File: config.mk
export PLATFORM = sky130hd
export DESIGN_NAME = frame_sequencer
export DESIGN_NICKNAME = d
export VERILOG_FILES = /design/src/rtl/frame_sequencer.sv
export SDC_FILE = /design/constraint.sdc
export NUM_CORES = 1
export LEC_CHECK = 0
export ABC_CLOCK_PERIOD_IN_PS = 13500
export CAP_MARGIN = 20
export CELL_PAD_IN_SITES_DETAIL_PLACEMENT = 0
export CELL_PAD_IN_SITES_GLOBAL_PLACEMENT = 2
export CORE_UTILIZATION = 35
export CTS_CLUSTER_SIZE = 30
export DETAILED_ROUTE_END_ITERATION = 12
export PLACE_DENSITY_LB_ADDON = 0.1
export SLEW_MARGIN = 20
export SYNTH_ARGS = -nofsm -noshare
export SYNTH_HDL_FRONTEND = slang
export SYNTH_SLANG_ARGS = --single-unit
File: constraint.sdc
create_clock -name i_clock -period 13.5 [get_ports i_clock]
set_input_delay 2.025 -clock i_clock [delete_from_list [all_inputs] [get_ports i_clock]]
set_output_delay 2.025 -clock i_clock [all_outputs]
set_load 0.1 [all_outputs]
File: src/rtl/frame_sequencer.sv
// Table-driven source of MicroBlaze-to-MIPS control frames with programmable idle gaps.
module frame_sequencer #(
  parameter int unsigned         NB_FRAME   = 32,
  parameter int unsigned         DEPTH      = 16,
  parameter int unsigned         NB_DELAY   = 16,
  parameter logic [NB_FRAME-1:0] IDLE_FRAME = 32'h2800_0000,
  localparam int unsigned        NB_ADDR    = $clog2(DEPTH)
) (
  input  logic                i_clock,
  input  logic                i_reset,
  input  logic                i_valid,
  input  logic                i_wr_en,
  input  logic [NB_ADDR-1:0]  i_wr_addr,
  input  logic [NB_FRAME-1:0] i_wr_frame,
  input  logic [NB_DELAY-1:0] i_wr_delay,
  input  logic [NB_ADDR:0]    i_len,
  input  logic                i_loop,
  input  logic                i_start,
  input  logic                i_abort,
  output logic [NB_FRAME-1:0] o_frame,
  output logic                o_frame_strobe,
  output logic                o_busy,
  output logic                o_done,
  output logic [NB_ADDR-1:0]  o_index
);

  localparam int unsigned NB_LEN   = NB_ADDR + 1;
  localparam int unsigned NB_ENTRY = NB_FRAME + NB_DELAY;

  localparam logic [1:0] ST_IDLE = 2'd0;
  localparam logic [1:0] ST_WAIT = 2'd1;
  localparam logic [1:0] ST_EMIT = 2'd2;

  logic [NB_ENTRY-1:0] mem_q [DEPTH];

  logic [1:0]          state_r, state_n;
  logic [NB_ADDR-1:0]  idx_r, idx_n;
  logic [NB_DELAY-1:0] cnt_r, cnt_n;
  logic [NB_FRAME-1:0] wf_r, wf_n;
  logic [NB_LEN-1:0]   len_r, len_n;
  logic                loop_r, loop_n;
  logic [NB_FRAME-1:0] frame_n;
  logic                strobe_n, busy_n, done_n;

  logic [NB_ADDR-1:0]  rd_addr;
  logic [NB_ENTRY-1:0] rd_entry;
  logic [NB_FRAME-1:0] rd_frame;
  logic [NB_DELAY-1:0] rd_delay;
  logic                last_c;
  logic                load_c;

  // Command table: single write port, gated by the global enable.
  always_ff @(posedge i_clock) begin
    if (i_wr_en && i_valid) begin
      mem_q[i_wr_addr] <= {i_wr_frame, i_wr_delay};
    end
  end

  assign last_c   = (NB_LEN'(idx_r) == (len_r - NB_LEN'(1)));
  assign rd_entry = mem_q[rd_addr];
  assign rd_frame = rd_entry[NB_ENTRY-1:NB_DELAY];
  assign rd_delay = rd_entry[NB_DELAY-1:0];
  assign o_index  = idx_r;

  // Entry that becomes current at the next edge: 0 on start or wrap, else the successor.
  always_comb begin
    rd_addr = '0;
    if ((state_r == ST_EMIT) && !last_c) begin
      rd_addr = idx_r + NB_ADDR'(1);
    end
  end

  // Next-state and next-output logic; outputs are registered from these values.
  always_comb begin
    state_n  = state_r;
    idx_n    = idx_r;
    cnt_n    = cnt_r;
    wf_n     = wf_r;
    len_n    = len_r;
    loop_n   = loop_r;
    frame_n  = IDLE_FRAME;
    strobe_n = 1'b0;
    busy_n   = o_busy;
    done_n   = 1'b0;
    load_c   = 1'b0;

    case (state_r)
      ST_IDLE: begin
        if (i_start) begin
          if (i_len == '0) begin
            done_n = 1'b1;
          end else begin
            len_n  = (i_len > NB_LEN'(DEPTH)) ? NB_LEN'(DEPTH) : i_len;
            loop_n = i_loop;
            idx_n  = '0;
            busy_n = 1'b1;
            load_c = 1'b1;
          end
        end
      end
      ST_WAIT: begin
        if (cnt_r == '0) begin
          state_n  = ST_EMIT;
          frame_n  = wf_r;
          strobe_n = 1'b1;
        end else begin
          cnt_n = cnt_r - NB_DELAY'(1);
        end
      end
      ST_EMIT: begin
        if (!last_c) begin
          idx_n  = idx_r + NB_ADDR'(1);
          load_c = 1'b1;
        end else if (loop_r) begin
          idx_n  = '0;
          load_c = 1'b1;
        end else begin
          state_n = ST_IDLE;
          idx_n   = '0;
          busy_n  = 1'b0;
          done_n  = 1'b1;
        end
      end
      default: begin
        state_n = ST_IDLE;
        idx_n   = '0;
        busy_n  = 1'b0;
      end
    endcase

    // A zero gap goes straight to emission, so the frame lands in the very next cycle.
    if (load_c) begin
      wf_n = rd_frame;
      if (rd_delay == '0) begin
        state_n  = ST_EMIT;
        frame_n  = rd_frame;
        strobe_n = 1'b1;
      end else begin
        state_n = ST_WAIT;
        cnt_n   = rd_delay - NB_DELAY'(1);
      end
    end

    if (i_abort) begin
      state_n  = ST_IDLE;
      idx_n    = '0;
      frame_n  = IDLE_FRAME;
      strobe_n = 1'b0;
      busy_n   = 1'b0;
      done_n   = 1'b0;
    end
  end

  // State and output registers; everything holds while i_valid is low.
  always_ff @(posedge i_clock) begin
    if (i_reset) begin
      state_r        <= ST_IDLE;
      idx_r          <= '0;
      cnt_r          <= '0;
      wf_r           <= IDLE_FRAME;
      len_r          <= '0;
      loop_r         <= 1'b0;
      o_frame        <= IDLE_FRAME;
      o_frame_strobe <= 1'b0;
      o_busy         <= 1'b0;
      o_done         <= 1'b0;
    end else if (i_valid) begin
      state_r        <= state_n;
      idx_r          <= idx_n;
      cnt_r          <= cnt_n;
      wf_r           <= wf_n;
      len_r          <= len_n;
      loop_r         <= loop_n;
      o_frame        <= frame_n;
      o_frame_strobe <= strobe_n;
      o_busy         <= busy_n;
      o_done         <= done_n;
    end
  end

endmodule

# Yosys cells after proc, flatten, opt, wreduce, memory -nomap -nowiden
# Memories as Yosys holds them, arrays and structs flattened.
# Cells that the tools add are included.
# Widths: inputs -> output; s select.
# op_classes
addsub,4
n_mul,0
div,0
n_lt_le_gt_ge,1
eq_ne,12
n_shift,0
muxes,47
bitwise_logic,1
reduce_logical,12
# ops
op,count
$mux 32,5
$mux 16,4
$logic_not 16->1,2
$sub 16x1->16 const B,2
$mux 1,21
$mux 4,5
$ne 3x3->1 const B,5
$mux 2,6
$ne 4x4->1 const B,3
$pmux 4 s3,1
$reduce_and 4->1,2
$pmux 2 s3,1
$reduce_and 6->1,1
$eq 4x5->1,1
$gt 5x5->1 const B,1
$logic_not 5->1,1
$mux 5,1
$reduce_and 5->1,1
$sub 5x1->5 const B,1
$add 4x1->4 const B,1
$pmux 1 s2,2
$pmux 1 s3,1
$eq 2x1->1 const B,1
$eq 2x2->1 const B,1
other kinds (6),7
# word_totals
ff_bits,95
latch_bits,0
mem_bits_rw,768
romBits,0
in_bits,64
output_inout_bits,39
wordCells,88
memories,1
# mem_list
memory,depth,word_bits,rd,rd_clocked_by_memory_dff,wr,line_no,source
mem_q,16,48,1,0,1,34,logic [NB_ENTRY-1:0] mem_q [DEPTH];

# Logic depth before layout (Yosys ltp)
# An unclocked memory read counts as a cell.
# depth
ltp_word,10
ltp_mapped,19
depth_no_buf,14

# Worst setup path before layout
# No wires, ideal clock.
# synth_path
path_type,input to register
startpoint,in i_valid
endpoint,mem mem_q[12][0] (netlist bit) (enable)
setup_ns,0.513
arrival_ns,6.036
required_time_ns,12.987
setup_slack_ns,6.951
path_stages,4
n_path_buf,2
path_cell_list,clkbuf_1 -> clkbuf_1 -> nand4_1 -> nor3_1
# synth_via
elab_chain_cells,3
# synth_rtl
element,line_no,source
start: declaration,11,"input logic i_valid,"
$logic_and 1x1->1,54,if (i_wr_en && i_valid) begin
$mux 1,54,
$mux 1 (not written as such),55,"mem_q[i_wr_addr] <= {i_wr_frame, i_wr_delay};"
end: declaration,34,
# No other way between the ends.

# Worst setup path after layout
# layout_path
startpoint,"reg idx_r[0], in the netlist o_index[0]"
endpoint,reg o_frame[29]
# layout_via
elab_chain_cells,9
# layout_rtl
element,line_no,source
start: declaration,37,"logic [NB_ADDR-1:0] idx_r, idx_n;"
start signal: assignment,169,idx_r <= idx_n;
"parallel branches: the longest is 7 deep, another holds $mem_v2 16x48",--,
$mux 32 *,132,if (load_c) begin
$mux 32 *,144,if (i_abort) begin
end signal: assignment,174,o_frame <= frame_n;
end: declaration,20,"output logic [NB_FRAME-1:0] o_frame,"
# Every way passes the cells marked *.
# A chain may end at the register's enable or synchronous reset.

==> summary.txt <==
Status: finished clean
Routability Congestion: 0.761
Pin count of the biggest net entering global routing: 73
Critical Path Stages: 14
H-tree levels: 3
Sw power: 1.20 mW
Slowest CP cell: nor2_4
Resize count post-CTS: 0
Seq/Total Area, Yosys: 0.715
Crit path capture type: flip-flop
Post-synth top area cell: edfxtp_1
Post-synth top flop: edfxtp_1
Final setup viols: 0
Port bufs: 102
Worst Path Buf+Inv: 3
Sequential power share: 0.515
Post-synthesis compound-gate area fraction: 0.110
Max_cap viols: 0
DRT Pass-1 Iters: 5
Switching portion of total power: 0.209
Mux contribution to synthesized area: 0.0270
RSZ-0062 raised after global routing: no
Slew at the pin with the worst max-slew slack: 1160 ps
Reg2reg path depth: 14
Via count: 22655
Antenna violations before repair: 6
Detailed Place HPWL: 64.3 mm
CTS root buf: clkbuf_16
Worst-path cell chain: ha_2 -> xor2_4 -> nand2_1 -> nor2_4 -> buf_4 -> buf_4 -> buf_4 -> mux2_2 -> nand2_1 -> a21oi_1 -> or3_1 -> o31ai_1 -> nor2b_1 -> nor3_1
# clock sinks: 863
CTS max path bufs: 3
CP dominant cell by count: buf_4
Most common cell after layout, fill and taps aside: edfxtp_1
Cell family with most CP delay: simple AND/OR/NAND/NOR gates
CTS Hold Bufs: 0
Layout Skew: 17.8 ps
Setup TNS: 0 ps
Skew-Pair Late Insertion Delay: 660 ps
Dominant cells by area after synthesis: edfxtp_1 66%, nand2_1 5.9%, dfxtp_1 5.4%
Internal: 4.54 mW
DR WL/cell: 28.3 um
GRT overflow: 0
Syn Area/Cell: 13.2 um^2
Clock power frac: 0.459
Slew headroom: 0.222
Setup CP Type: flip-flop to flip-flop
WHS: 464 ps
CTS clock-pin slew for the worst setup and hold paths: 60 ps
Endpoints failing hold: 0
Die width: 318 um
Cells on Worst Hold Path: 2
Yosys warning total: 0
Most frequent cells in the layout: 768 x edfxtp_1, 545 x nand2_1, 127 x o21ai_0
Worst-path fanout max: 55
Max-slew violations: 0
CTS tree: built
EDFF count, synth: 768
Setup ws final: 7620 ps
Nets: 2804
Die area: 0.101 mm^2
Finished Core Util: 0.412
Combinational share of power: 0.026
Num rows: 115
Initial Util: 0.354
Synth Net Count: 2724
Ys async rst share: 0
Post-Synth Simple-Gate Area: 0.115
Post-synthesis cell count: 2654
Core Area: 0.0986 mm^2
Hold crit path type: flip-flop to flip-flop
WL final: 116 mm
Peak VDD IR: 0.0000864 V
DRC violations left: 0
Layout cell share with drive strength beyond 1: 0.104
Ports: 103
Number of global-route vias before repair: 22300
Area growth syn-to-layout: 16.2%
Detail Route Antenna Nets: 0
Post-synth cell types: 85
Worst path arrival time: 6420 ps
CP peak stage delay: 910 ps
Die height: 318 um
Min cycle time layout: 5880 ps
Synthesized flop and latch total: 863
Post-Synth XOR/XNOR Area: 0.00573
P per Cell Area: 141 mW/mm^2
Num CTS Buffers: 96
Setup crit start kind: flip-flop
Maximum clock frequency: 170 MHz
First-pass GRT wire length: 167 mm
Total Routing Usage GR: 0.229
Final Cycle Share: 0.436
Initial DRC count: 2030
Postcts setup bufs: 0
Largest family of logic cells by synthesized area: simple AND/OR/NAND/NOR gates
Dpl ws: 7510 ps
Worst EP required: 14040 ps
Post-synth top area share: 0.661
Mapped cell area: 0.0349 mm^2
Post-Synth Adder-Cell Area: 0.00215
Vias per inst: 5.52
Pleak: 13.1 nW
Reg2reg setup slack: 7620 ps
==> power by group through the flow <==
stage,logic [mW],registers [mW],clock network [mW]
floorplan,0.0616,3.01,0
global placement,0.147,3.01,0
detailed placement,0.150,3.01,0
CTS,0.150,2.96,2.69
global route,0.162,2.96,2.79
finish,0.149,2.96,2.63
==> state kept, by name, summed over array words and instances (netlist names) <==
| register | cells |
|---|---|
| state_r | 2 |
| o_index | 4 |
| o_frame | 32 |
| mem_q | 768 |
| o_done | 1 |
| len_r | 5 |
| cnt_r | 16 |
| o_busy | 1 |
| wf_r | 32 |
| o_frame_strobe | 1 |
| loop_r | 1 |
==> per-layer routing <==
layer,vias up,GRT usage,routed length [um]
met1,11667,0.313,52100
met3,169,0.0371,5850
li1,10204,-,-
met5,-,0,41
met2,609,0.369,54300
met4,6,0.0777,3980
==> worst register-to-register path: stages (launching register included) <==
cell     delay (ps)
dfxtp_4         760
ha_2            400
xor2_4          190
nand2_1         440
nor2_4          910
buf_4           560
buf_4           590
buf_4           650
mux2_2          430
nand2_1          70
a21oi_1          80
or3_1           370
o31ai_1          90
nor2b_1         170
nor3_1           50
==> layout make-up <==
class | count | area [um^2]
multi-input combinational | 1594 | 9290
sequential | 863 | 25000
timing repair buffer | 163 | 1490
clock inverter | 53 | 464
fill | 9096 | 58000
antenna | 2 | 5.00
clock buffer | 124 | 2680
inverter | 16 | 60.1
tap | 1287 | 1610
==> stage by stage <==
stage	instance area, um^2	cells	total power, mW
CTS	40600	4100	5.79
detailed placement	37400	3923	3.16
global route	40600	4101	5.91
floorplan	34900	2654	3.07
global placement	37400	3921	3.16
finish	40600	4102	5.74
==> cell families (layout without fill, tap and decap cells) <==
kind of cell,after synthesis,after routing
AOI/OAI and AO/OA,569,569
xor gates and xnor gates,22,22
adders and majority gates,6,6
buffers and inverters,197,356
DFF,863,863
muxes,73,73
other,0,2
and+or+nand+nor,924,924
==> cells in the mapped netlist, drive strengths merged (15+ instances only) <==
master	count
mux4	15
xnor2	16
o221ai	32
buf	70
a22oi	41
o22ai	21
a2bb2oi	15
o21a	32
mux2	19
mux2i	39
and3	23
a21oi	108
a31oi	51
clkbuf	111
nor3	50
nand2	547
o211ai	48
nor2	108
nand3	131
inv	16
dfxtp	95
o21ai	131
edfxtp	768
==> worst paths after layout <==
| kind | from | to |
|---|---|---|
| max | o_index[0] | o_frame[29] |
| min reg2reg | wf_r[9] | o_frame[9] |
| min | wf_r[9] | o_frame[9] |
| max reg2reg | o_index[0] | o_frame[29] |
Power figures use the tool's default switching activity.
